<file path="src/rtl/denise_pkg.sv">
// Shared constants for the Denise sprite blocks: register map of the SPRxPOS/CTL/DATA/DATB
// group and sprite pixel geometry.
package denise_pkg;

  localparam logic [8:0]  SPRPOS_BASE   = 9'h140;
  localparam int unsigned SPR_STRIDE    = 8;
  localparam logic [8:0]  SPR_OFS_POS   = 9'd0;
  localparam logic [8:0]  SPR_OFS_CTL   = 9'd2;
  localparam logic [8:0]  SPR_OFS_DATA  = 9'd4;
  localparam logic [8:0]  SPR_OFS_DATB  = 9'd6;
  localparam int          SPR_PIX_W     = 2;
  localparam int          SPR_WORD_W    = 16;
  localparam logic [4:0]  SPR_BURST_LEN = 5'd16;

  typedef enum logic [1:0] {
    REG_POS,
    REG_CTL,
    REG_DATA,
    REG_DATB
  } spr_reg_e;

  // Word address (bits [8:1] of the byte address) of one register of sprite n.
  function automatic logic [7:0] spr_reg_addr(input int unsigned sprite, input spr_reg_e reg_sel);
    logic [8:0] ofs;
    logic [8:0] byte_addr;
    ofs = SPR_OFS_POS;
    case (reg_sel)
      REG_POS:  ofs = SPR_OFS_POS;
      REG_CTL:  ofs = SPR_OFS_CTL;
      REG_DATA: ofs = SPR_OFS_DATA;
      REG_DATB: ofs = SPR_OFS_DATB;
      default:  ofs = SPR_OFS_POS;
    endcase
    byte_addr = SPRPOS_BASE + 9'(sprite * SPR_STRIDE) + ofs;
    return byte_addr[8:1];
  endfunction

endpackage

</file>
<file path="src/rtl/denise_sprite_shifter.sv">
// One sprite: POS/CTL/DATA/DATB capture, arm flag, horizontal start compare and the
// 16-pixel A/B shifters with their pixel counter.
module denise_sprite_shifter
  import denise_pkg::*;
#(
  parameter int unsigned SPRITE = 0,
  parameter int          HBITS  = 9
) (
  input  logic                 clk,
  input  logic                 reset,
  input  logic                 clk7_en,
  input  logic [7:0]           reg_address_in,
  input  logic [15:0]          data_in,
  input  logic [HBITS-1:0]     hpos,
  output logic [SPR_PIX_W-1:0] pixel,
  output logic                 active
);

  localparam logic [7:0] ADDR_POS  = spr_reg_addr(SPRITE, REG_POS);
  localparam logic [7:0] ADDR_CTL  = spr_reg_addr(SPRITE, REG_CTL);
  localparam logic [7:0] ADDR_DATA = spr_reg_addr(SPRITE, REG_DATA);
  localparam logic [7:0] ADDR_DATB = spr_reg_addr(SPRITE, REG_DATB);

  logic [8:0]            hstart;
  logic                  armed;
  logic [SPR_WORD_W-1:0] hold_a, hold_b;
  logic [SPR_WORD_W-1:0] sh_a, sh_b;
  logic [4:0]            count;

  logic wr_pos, wr_ctl, wr_data, wr_datb, trigger;

  assign wr_pos  = (reg_address_in == ADDR_POS);
  assign wr_ctl  = (reg_address_in == ADDR_CTL);
  assign wr_data = (reg_address_in == ADDR_DATA);
  assign wr_datb = (reg_address_in == ADDR_DATB);

  // A CTL write in the match cycle disarms and suppresses the load.
  assign trigger = armed && (hpos == HBITS'(hstart)) && !wr_ctl;

  assign active = (count != 5'd0);
  assign pixel  = active ? {sh_b[SPR_WORD_W-1], sh_a[SPR_WORD_W-1]} : '0;

  // NOTE: every flop, hold words included, is cleared by reset so a sprite cannot fire
  // from stale data; all state uses non-blocking assignments so the match sees pre-edge
  // armed/hold values (a same-cycle DATA write arms only from the next cycle on).
  always_ff @(posedge clk or posedge reset) begin
    if (reset) begin
      hstart <= '0;
      armed  <= 1'b0;
      hold_a <= '0;
      hold_b <= '0;
      sh_a   <= '0;
      sh_b   <= '0;
      count  <= '0;
    end else if (clk7_en) begin
      if (wr_pos) hstart[8:1] <= data_in[7:0];
      if (wr_ctl) begin
        hstart[0] <= data_in[0];
        armed     <= 1'b0;
      end
      if (wr_data) begin
        hold_a <= data_in;
        armed  <= 1'b1;
      end
      if (wr_datb) hold_b <= data_in;

      if (trigger) begin
        sh_a  <= hold_a;
        sh_b  <= hold_b;
        count <= SPR_BURST_LEN;
      end else if (active) begin
        sh_a  <= sh_a << 1;
        sh_b  <= sh_b << 1;
        count <= count - 5'd1;
      end
    end
  end

endmodule

</file>
<file path="src/rtl/denise_sprite_pair.sv">
// Sprite pair 2*PAIR / 2*PAIR+1 serializer. Define DENISE_SPRITE_ATTACH_EN to latch the
// odd sprite's attach bit and blank sprdata1 while both attached sprites overlap.
module denise_sprite_pair
  import denise_pkg::*;
#(
  parameter int unsigned PAIR  = 0,
  parameter int          HBITS = 9
) (
  input  logic                 clk,
  input  logic                 reset,
  input  logic                 clk7_en,
  input  logic [7:0]           reg_address_in,
  input  logic [15:0]          data_in,
  input  logic [HBITS-1:0]     hpos,
  output logic [1:0]           nsprite,
  output logic [SPR_PIX_W-1:0] sprdata0,
  output logic [SPR_PIX_W-1:0] sprdata1,
  output logic                 attached
);

  logic [SPR_PIX_W-1:0] pix0, pix1;
  logic                 active0, active1;

  denise_sprite_shifter #(.SPRITE(2 * PAIR), .HBITS(HBITS)) u_even (
    .clk            (clk),
    .reset          (reset),
    .clk7_en        (clk7_en),
    .reg_address_in (reg_address_in),
    .data_in        (data_in),
    .hpos           (hpos),
    .pixel          (pix0),
    .active         (active0)
  );

  denise_sprite_shifter #(.SPRITE(2 * PAIR + 1), .HBITS(HBITS)) u_odd (
    .clk            (clk),
    .reset          (reset),
    .clk7_en        (clk7_en),
    .reg_address_in (reg_address_in),
    .data_in        (data_in),
    .hpos           (hpos),
    .pixel          (pix1),
    .active         (active1)
  );

  // Collision inputs always see the raw pixels, even when sprdata1 is blanked.
  assign nsprite  = {|pix1, |pix0};
  assign sprdata0 = pix0;

`ifdef DENISE_SPRITE_ATTACH_EN
  localparam logic [7:0] ADDR_ODD_CTL = spr_reg_addr(2 * PAIR + 1, REG_CTL);

  logic attach_q;

  always_ff @(posedge clk or posedge reset) begin
    if (reset) begin
      attach_q <= 1'b0;
    end else if (clk7_en && (reg_address_in == ADDR_ODD_CTL)) begin
      attach_q <= data_in[7];
    end
  end

  assign attached = attach_q;
  assign sprdata1 = (attach_q && active0 && active1) ? '0 : pix1;
`else
  assign attached = 1'b0;
  assign sprdata1 = pix1;
`endif

endmodule

</file>
<file path="config.mk">
export PLATFORM = sky130hd
export DESIGN_NAME = denise_sprite_pair
export DESIGN_NICKNAME = d
export VERILOG_FILES = /design/src/rtl/denise_pkg.sv /design/src/rtl/denise_sprite_shifter.sv /design/src/rtl/denise_sprite_pair.sv
export SDC_FILE = /design/constraint.sdc
export NUM_CORES = 1
export LEC_CHECK = 0
export CORE_ASPECT_RATIO = 1.25
export CORE_MARGIN = 2
export CORE_UTILIZATION = 53
export CTS_CLUSTER_SIZE = 10
export DETAILED_ROUTE_END_ITERATION = 10
export GPL_ROUTABILITY_DRIVEN = 0
export PLACE_DENSITY_LB_ADDON = 0.3
export RECOVER_POWER = 100
export SKIP_LAST_GASP = 1
export SLEW_MARGIN = 20
export SYNTH_ARGS = -nofsm -noshare
export SYNTH_HDL_FRONTEND = slang
export SYNTH_SLANG_ARGS = --single-unit
</file>
<file path="constraint.sdc">
create_clock -name clk -period 5.5 [get_ports clk]
set_input_delay 1.375 -clock clk [delete_from_list [all_inputs] [get_ports clk]]
set_output_delay 1.375 -clock clk [all_outputs]
set_load 0.02 [all_outputs]
</file>
==> impl_metrics.csv, run 1 <==
group,metric,value,unit
floorplan,dieHeight,132,um
sta,setup_violations,0,
global_route,antenna_found_initial,0,
hold_path,hold_class,"register to register",
drt,viasPerCell,6.19,
outcome,violations,"capacitance limit, slew limit",
sta,fmax,223,MHz
critical_path,worst_setup_path_end_kind,"register",
clock_network,clkLatencyLatePin,0.42,ns
synth,netlist_instances,499,
critical_path,path_class,"input port to register",
global_route,grt_busiest_layer,"met2",
sta,min_period_over_period,81.5,%
critical_path,cpMaxStageDelayCell,"nand2_1",
sta,drv_slew,101,
sta,whs,0.484,ns
final_layout,register_area,3950,sq um
placement,io_buffers,41,
critical_path,worstReg2RegEnd,"u_even.sh_b[8]",
critical_path,cpPeakStageDelay,0.73,ns
synth,yosysTopAreaCell,"dfrtp_1",
synth,synth_common_cells,"158 x dfrtp_1, 82 x mux2_2, 57 x or3_1, 54 x o221a_2, 18 x xnor2_1",
outcome,outcome,"finished, violations left",
critical_path,crit_required,5.79,ns
sta,rsz0062_at_grt,"no",
drt,drtIter0Drc,257,
hold_path,hold_start,"u_odd.count[4]",
sta,setup-tns-final,0,ns
critical_path,crit_chain,"dlygate4sd3_1 > clkbuf_1 > inv_1 > nor4_1 > nand2_1 > mux2_1",
power_and_ir_drop,p_per_area,428,nW/um^2
synth,synth-edff-count,0,
clock_network,hold_buffers,0,
critical_path,path_max_fanout,18,
hold_path,min_path_cells,2,
synth,synthArstFlopShare,100,%
sta,layout_min_cycle_time,4.48,ns
clock_network,cts_buffer_depth,2,
drt,drc_errors,0,
sta,slew_headroom,-78.8,%
sta,tightest_slew,2.68,ns
power_and_ir_drop,ir_drop,0.186,mV
synth,syn_area,6940,sq um
floorplan,coreArea,12700,sq um
clock_network,cts_tree,"yes",
final_layout,insertedDiodeCount,0,
final_layout,fillerInstances,969,
synth,synth_area_leaders,"dfrtp_1 57%, mux2_2 13%, o221a_2 8.8%",
drt,wl_per_cell,20.4,um
sta,hold_viol_final,0,
critical_path,critPathArrivalTime,4.77,ns
clock_network,cts.repair.resized,0,
hold_path,hold_path_end,"u_odd.count[4]",
synth,synth_seq_area_share,57.0,%
global_route,track_usage,22.2,%
critical_path,path_buf_inv,3,
synth,synth.distinct_cells,43,
critical_path,worstReg2RegStart,"u_even.hstart[5]",
power_and_ir_drop,p_leak,3.43,nW
placement,dp_hpwl,9.30,mm
global_route,globalRouteMet2Util,37.8,%
clock_network,cts_root_buf,"clkbuf_16",
floorplan,die_w,106,um
clock_network,htreeDepth,4,
floorplan,dieArea,14000,sq um
clock_network,clkTransAtPathRegs,0.06,ns
clock_network,cts_setup_buffers,0,
floorplan,boundaryPins,43,
clock_network,cts_buffers,17,
floorplan,start_util,54.6,%
drt,vias,4416,
critical_path,reg2regPathDepth,5,
job,max-cap-violations,2,
clock_network,clock_sinks,158,
final_layout,multiInputGateArea,2710,sq um
global_route,met1_usage,28.0,%
synth,synthFlopType,"dfrtp_1",
final_layout,drive_gt1_share,35.0,%
global_route,grt.met3_usage,4.35,%
drt,wl,14.6,mm
global_route,grt-ovfl-total,0,
synth,synth_top_area_share,57.0,%
floorplan,std_cell_rows,46,
critical_path,cpLargestDelayFamily,"buffers and inverters",
drt,detail-route-antenna-nets,0,
critical_path,reg2reg_slack,2.20,ns
power_and_ir_drop,finalPower,3.39,mW
final_layout,synthToLayoutAreaGrowth,14.1,%
synth,ys_ff_latch,158,
final_layout,nNetsFinal,570,
global_route,grt_max_degree,57,
synth,avgSynthCellArea,13.9,sq um
synth,synth_fp_nets,537,
synth,synth_warnings,0,
sta,clock_skew,0.00675,ns
synth,synth_most_common_cell,"dfrtp_1",
critical_path,crit_path_start_kind,"input port",
global_route,grt_pass1_wl,24.2,mm
drt,firstDrtPassIters,5,
global_route,grt_pass1_vias,4655,
## sequential cells by signal (all words and copies together), names as in the netlist, 5 cells and up
name           flops
u_odd.sh_a        16
u_odd.hold_a      16
u_even.sh_b       16
u_even.sh_a       16
u_odd.count        5
u_odd.hstart       9
u_odd.hold_b      16
u_even.hold_b     16
u_odd.sh_b        16
u_even.hold_a     16
u_even.hstart      9
u_even.count       5
## placed cells by master (no fill, tap or decap), drive strengths merged, types with 2 or more instances in the layout
master           n
or3             62
xnor2           18
clkinvlp         2
ha               2
nand2b           6
nand2           12
o31ai            2
a31o             4
clkdlybuf4s50   31
nor2             2
bufinv           2
nand3            4
dfrtp          158
o221a           60
inv              6
clkbuf          23
dlygate4sd3     10
o21a             2
o21ai            6
nor3             3
mux2i            2
and3             6
clkinv           9
buf              4
o22ai            2
o2bb2ai          4
mux2            82
and2             4
nor4             2
nand4            5
or2              4
## routing by layer
layer / vias to the layer above / share of wire, %
li1: 1946 / -
met3: 27 / 3.7
met4: 0 / 2.4
met1: 2316 / 41
met2: 127 / 52
met5: - / 0
## power by group
group / switching [mW] / total, mW / internal [mW] / leakage, nW
Sequential: 0.146 / 1.55 / 1.41 / 1.94
Clock: 0.453 / 1.13 / 0.675 / 0.283
Combinational: 0.315 / 0.709 / 0.394 / 1.21
## cell type report
cell class	count	area share, %
inverter	7	0.347
clock buffer	20	5.64
clock inverter	12	1.52
sequential	158	49.9
tap	168	2.65
timing repair buffer	48	5.70
multi-input combinational	300	34.2
## stage by stage
step	setup WS (ns)	util [%]	cells	instance area [sq um]
floorplan	2.12	-	499	6940
global placement	1.23	58.2	681	7410
detailed placement	1.21	58.2	681	7410
CTS	1.55	62.7	713	7970
global route	0.725	62.3	713	7920
finish	1.02	62.3	713	7920
## cells by family after synthesis
kind of cell             share of synthesized area (%)
buffers and inverters                             3.43
XOR/XNOR                                          2.27
other                                           0.0540
flip-flops                                        57.0
AO/OA/AOI/OAI                                     12.3
multiplexers                                      13.6
adder cells (fa/ha/maj)                          0.360
AND/OR/NAND/NOR                                   11.0
## worst max-delay path by stage
stage / startpoint / to / slack, ns / depth (start not counted)
3_3_place_gp: hpos[2] / u_even.sh_a[12] / 1.23 / 6
2_1_floorplan: reset / u_even.armed / 2.12 / 1
4_1_cts: u_even.count[0] / nsprite[0] / 1.55 / 7
3_5_place_dp: hpos[5] / u_even.sh_b[3] / 1.21 / 6
6_report: clk7_en / u_even.hold_a[5] / 1.02 / 6
5_1_grt: reset / u_odd.sh_b[5] / 0.73 / 3
## worst reg2reg max path, delay by kind of cell, from the launching register on
kind	cells	cell delay, ns
AO/OA/AOI/OAI	2	1.54
AND/OR/NAND/NOR	2	1.08
flip-flops	1	0.41
XOR/XNOR	1	0.17
(Power assumes the default switching activity.)
==> run 2: changes to the inputs <==
Settings changed: CORE_UTILIZATION 53 to 59.
Clock period 5.5 ns to 4.2 ns, I/O delays scaled along.
==> impl_metrics.csv, run 2 (synthesis gave the netlist of run 1 again) <==
group,metric,value,unit
final_layout,insertedDiodeCount,0,
placement,io_buffers,41,
sta,layout_setup_ws,0.457,ns
critical_path,critPathArrivalTime,2.69,ns
power_and_ir_drop,switchingPower,1.19,mW
final_layout,synthToLayoutAreaGrowth,14.8,%
final_layout,nNetsFinal,570,
clock_network,clkLatencyLatePin,0.41,ns
drt,vias,4394,
floorplan,dieHeight,125,um
clock_network,htreeDepth,4,
drt,drc_errors,0,
critical_path,path_max_fanout,4,
floorplan,std_cell_rows,44,
job,max-cap-violations,3,
floorplan,boundaryPins,43,
sta,fmax,267,MHz
drt,wl,14.7,mm
final_layout,fillerInstances,782,
floorplan,dieArea,12700,sq um
outcome,violations,"capacitance limit, slew limit",
sta,layout_min_cycle_time,3.74,ns
sta,slew_headroom,-56.7,%
power_and_ir_drop,ir_drop,0.256,mV
clock_network,cts_buffer_depth,2,
sta,tightest_slew,2.35,ns
critical_path,worst_setup_path_end_kind,"primary output",
global_route,grt_pass1_wl,24.5,mm
clock_network,clkTransAtPathRegs,0.06,ns
global_route,grt_max_degree,78,
sta,rsz0062_at_grt,"no",
sta,drv_slew,159,
critical_path,path_class,"register to primary output",
clock_network,cts.repair.resized,0,
drt,detail-route-antenna-nets,0,
drt,drtIter0Drc,297,
drt,firstDrtPassIters,8,
floorplan,die_w,101,um
clock_network,cts_buffers,17,
power_and_ir_drop,finalPower,4.61,mW
power_and_ir_drop,power.internal,3.42,mW
floorplan,start_util,60.0,%
clock_network,hold_buffers,0,
power_and_ir_drop,clkPwrFrac,35.4,%
critical_path,crit_path_start_kind,"register",
power_and_ir_drop,p_per_area,578,nW/um^2
critical_path,crit_chain,"inv_1 > ha_1 > nand2b_1 > or3_1 > and2_1 > or2_2 > dlygate4sd3_1",
sta,setup-tns-final,0,ns
global_route,grt-ovfl-total,0,
critical_path,cpPeakStageDelay,0.65,ns
clock_network,clock_sinks,158,
final_layout,final_cell_mix,"158 x dfrtp_1, 82 x mux2_2, 57 x or3_1",
final_layout,final_common_cell,"dfrtp_1",
power_and_ir_drop,seqPwrFrac,44.2,%
global_route,antenna_found_initial,0,
drt,viasPerCell,6.44,
global_route,track_usage,25.3,%
sta,hold_viol_final,0,
outcome,outcome,"finished, violations left",
sta,min_period_over_period,89.1,%
critical_path,cpMaxStageDelayCell,"dlygate4sd3_1",
hold_path,hold_class,"register to register",
final_layout,drive_gt1_share,34.9,%
critical_path,crit_required,3.15,ns
sta,setup_violations,0,
clock_network,cts_setup_buffers,0,
floorplan,coreArea,11600,sq um
clock_network,cts_tree,"yes",
clock_network,cts_root_buf,"clkbuf_16",
drt,wl_per_cell,21.6,um
power_and_ir_drop,p_comb_share,20.4,%
power_and_ir_drop,p_leak,3.46,nW
power_and_ir_drop,switching_share,25.8,%
placement,dp_hpwl,9.06,mm
global_route,grt_pass1_vias,4611,
sta,clock_skew,0.00553,ns
placement,post-place-ws,0.764,ns
-- run 2: metrics by stage --
step                      std cells  hold slack [ns]  utilization (%)  area, sq um
after global routing            682            0.508             68.9         7970
after detailed placement        651            0.479             64.0         7390
after global placement          651            0.460             64.0         7390
after floorplan                 499            0.449                -         6940
after CTS                       682            0.492             69.4         8020
final                           682            0.496             68.9         7970
-- run 2: power groups by stage --
stage | registers [mW] | logic (mW) | clock network [mW]
after floorplan | 1.98 | 0.734 | 0
after global placement | 2.04 | 0.912 | 0
after detailed placement | 2.04 | 0.966 | 0
after CTS | 2.03 | 0.970 | 1.64
after global routing | 2.07 | 1.03 | 1.71
final | 2.04 | 0.941 | 1.63
-- run 2: worst max-delay path: cells and delay by family, from the launching register on --
kind          cells  cell delay, ns
fa+ha+maj         1            0.17
flops             1            0.39
buf+inv           2            0.73
simple gates      4            1.00
-- run 2: layer usage --
layer  routed length [um]  track usage, %  share of wire (%)  vias up
li1                     -               -                  -     1947
met1                 6000            33.0                 41     2318
met4                  278            7.39                1.9        0
met3                  601            5.48                4.1       17
met5                    0               0                  0        -
met2                 7820            42.8                 53      112
-- run 2: path summary, 6_finish.rpt --
path	start	to	cells past startpoint	slack, ns
worst max-delay path	u_even.count[1]	nsprite[0]	7	0.46
worst min-delay path	u_even.hold_b[0]	u_even.hold_b[0]	1	0.50
worst max register to register	u_even.hstart[2]	u_even.sh_b[13]	5	1.55
worst min register to register	u_even.hold_b[0]	u_even.hold_b[0]	1	0.50
max in group asynchronous	reset	u_even.sh_a[2]	3	0.76
min in group asynchronous	reset	u_even.hold_a[11]	2	0.99
-- run 2: final cells by class --
type	count	area, sq um	area share (%)
clock buffers	25	495	6.22
clock inverters	6	130	1.63
repair buffers	48	462	5.79
inverters	7	27.5	0.345
flip-flops and latches	158	3950	49.6
multi-input cells	300	2730	34.2
well taps	138	173	2.17
==> run 3: changes to the inputs <==
Settings changed: CORE_ASPECT_RATIO 1.25 to 2.
==> impl_metrics.csv, run 3 (synthesis gave the netlist of run 1 again) <==
group,metric,value,unit
outcome,outcome,"finished, violations left",
outcome,violations,"capacitance limit, slew limit",
drt,wl_per_cell,21.4,um
drt,wl,14.7,mm
sta,clock_skew,0.00950,ns
drt,drc_errors,0,
drt,drtIter0Drc,311,
placement,post-place-ws,0.752,ns
sta,setup_violations,0,
floorplan,std_cell_rows,56,
final_layout,final_cell_mix,"158 x dfrtp_1, 81 x mux2_2, 57 x or3_1",
clock_network,clkTransAtPathRegs,0.06,ns
clock_network,cts_buffers,17,
floorplan,coreArea,11600,sq um
clock_network,cts_buffer_depth,2,
critical_path,path_class,"register to primary output",
sta,min_period_over_period,89.0,%
global_route,grt-ovfl-total,0,
final_layout,synthToLayoutAreaGrowth,13.9,%
drt,viasPerCell,6.30,
global_route,grt_pass1_wl,24.3,mm
floorplan,start_util,59.7,%
sta,drv_slew,41,
sta,rsz0062_at_grt,"no",
clock_network,hold_buffers,0,
power_and_ir_drop,ir_drop,0.464,mV
global_route,grt_pass1_vias,4659,
power_and_ir_drop,finalPower,4.50,mW
power_and_ir_drop,p_leak,3.43,nW
sta,tightest_slew,1.91,ns
sta,layout_min_cycle_time,3.74,ns
clock_network,cts.repair.resized,0,
critical_path,critPathArrivalTime,2.69,ns
floorplan,die_w,80.7,um
final_layout,instances_no_fill,689,
floorplan,dieHeight,157,um
final_layout,drive_gt1_share,34.7,%
global_route,grt_max_degree,64,
critical_path,worst_setup_path_end_kind,"primary output",
job,max-cap-violations,1,
drt,vias,4339,
sta,fmax,267,MHz
clock_network,clock_sinks,158,
global_route,track_usage,25.5,%
floorplan,boundaryPins,43,
drt,detail-route-antenna-nets,0,
hold_path,hold_class,"register to register",
drt,firstDrtPassIters,4,
sta,slew_headroom,-27.8,%
critical_path,path_max_fanout,4,
critical_path,crit_required,3.15,ns
final_layout,nNetsFinal,569,
placement,dp_hpwl,9.51,mm
final_layout,insertedDiodeCount,0,
clock_network,cts_tree,"yes",
sta,setup-tns-final,0,ns
final_layout,final_common_cell,"dfrtp_1",
clock_network,cts_setup_buffers,0,
clock_network,cts_root_buf,"clkbuf_16",
floorplan,dieArea,12700,sq um
clock_network,clkLatencyLatePin,0.42,ns
placement,io_buffers,41,
sta,hold_viol_final,0,
sta,layout_setup_ws,0.461,ns
power_and_ir_drop,p_per_area,569,nW/um^2
global_route,antenna_found_initial,0,
critical_path,crit_path_start_kind,"register",
placement,dp_cells,657,
clock_network,htreeDepth,4,
## run 3: path summary, 6_finish.rpt
check | startpoint | endpoint | slack (ns) | cells after the start
worst max-delay path | u_even.count[0] | nsprite[0] | 0.46 | 7
worst max register to register | u_even.hstart[2] | u_even.sh_b[4] | 1.20 | 7
worst min-delay path | u_odd.count[4] | u_odd.count[4] | 0.50 | 2
min in group asynchronous | reset | u_odd.hold_b[10] | 1.58 | 2
worst min register to register | u_odd.count[4] | u_odd.count[4] | 0.50 | 2
max in group asynchronous | reset | u_odd.hold_b[2] | 1.61 | 3
## run 3: final cells by class
type / instances / area, sq um
inverters: 7 / 27.5
flip-flops and latches: 158 / 3950
fillers: 863 / 3720
repair buffers: 47 / 473
clock inverters: 12 / 134
clock buffers: 20 / 457
well taps: 145 / 181
multi-input cells: 300 / 2680
## run 3: where the power goes
group | total [mW] | switching (mW) | internal, mW | leakage (nW)
registers | 2.04 | 0.200 | 1.84 | 1.94
clock network | 1.53 | 0.615 | 0.912 | 0.288
logic | 0.929 | 0.410 | 0.519 | 1.21
## run 3: routing by layer
metal	GRT usage [%]	up-vias	part of all wire, %
li1	-	1944	-
met1	32.0	2282	40
met2	43.3	90	55
met3	5.56	23	2.8
met4	8.56	0	2.1
met5	0	-	0
## run 3: critical path, stage by stage (launching register included)
cell and delay (ns):
dfrtp_1 0.42, inv_1 0.08, ha_1 0.17, nand2b_1 0.09, or3_1 0.38, and2_1 0.20
or2_2 0.28, dlygate4sd3_1 0.65
## run 3: stage by stage
stage	utilization (%)	area [sq um]	hold WS (ns)
final	68.0	7910	0.495
after global routing	68.0	7910	0.520
after CTS	68.7	7990	0.491
after detailed placement	63.6	7390	0.472
after global placement	63.6	7390	0.467
after floorplan	-	6940	0.449
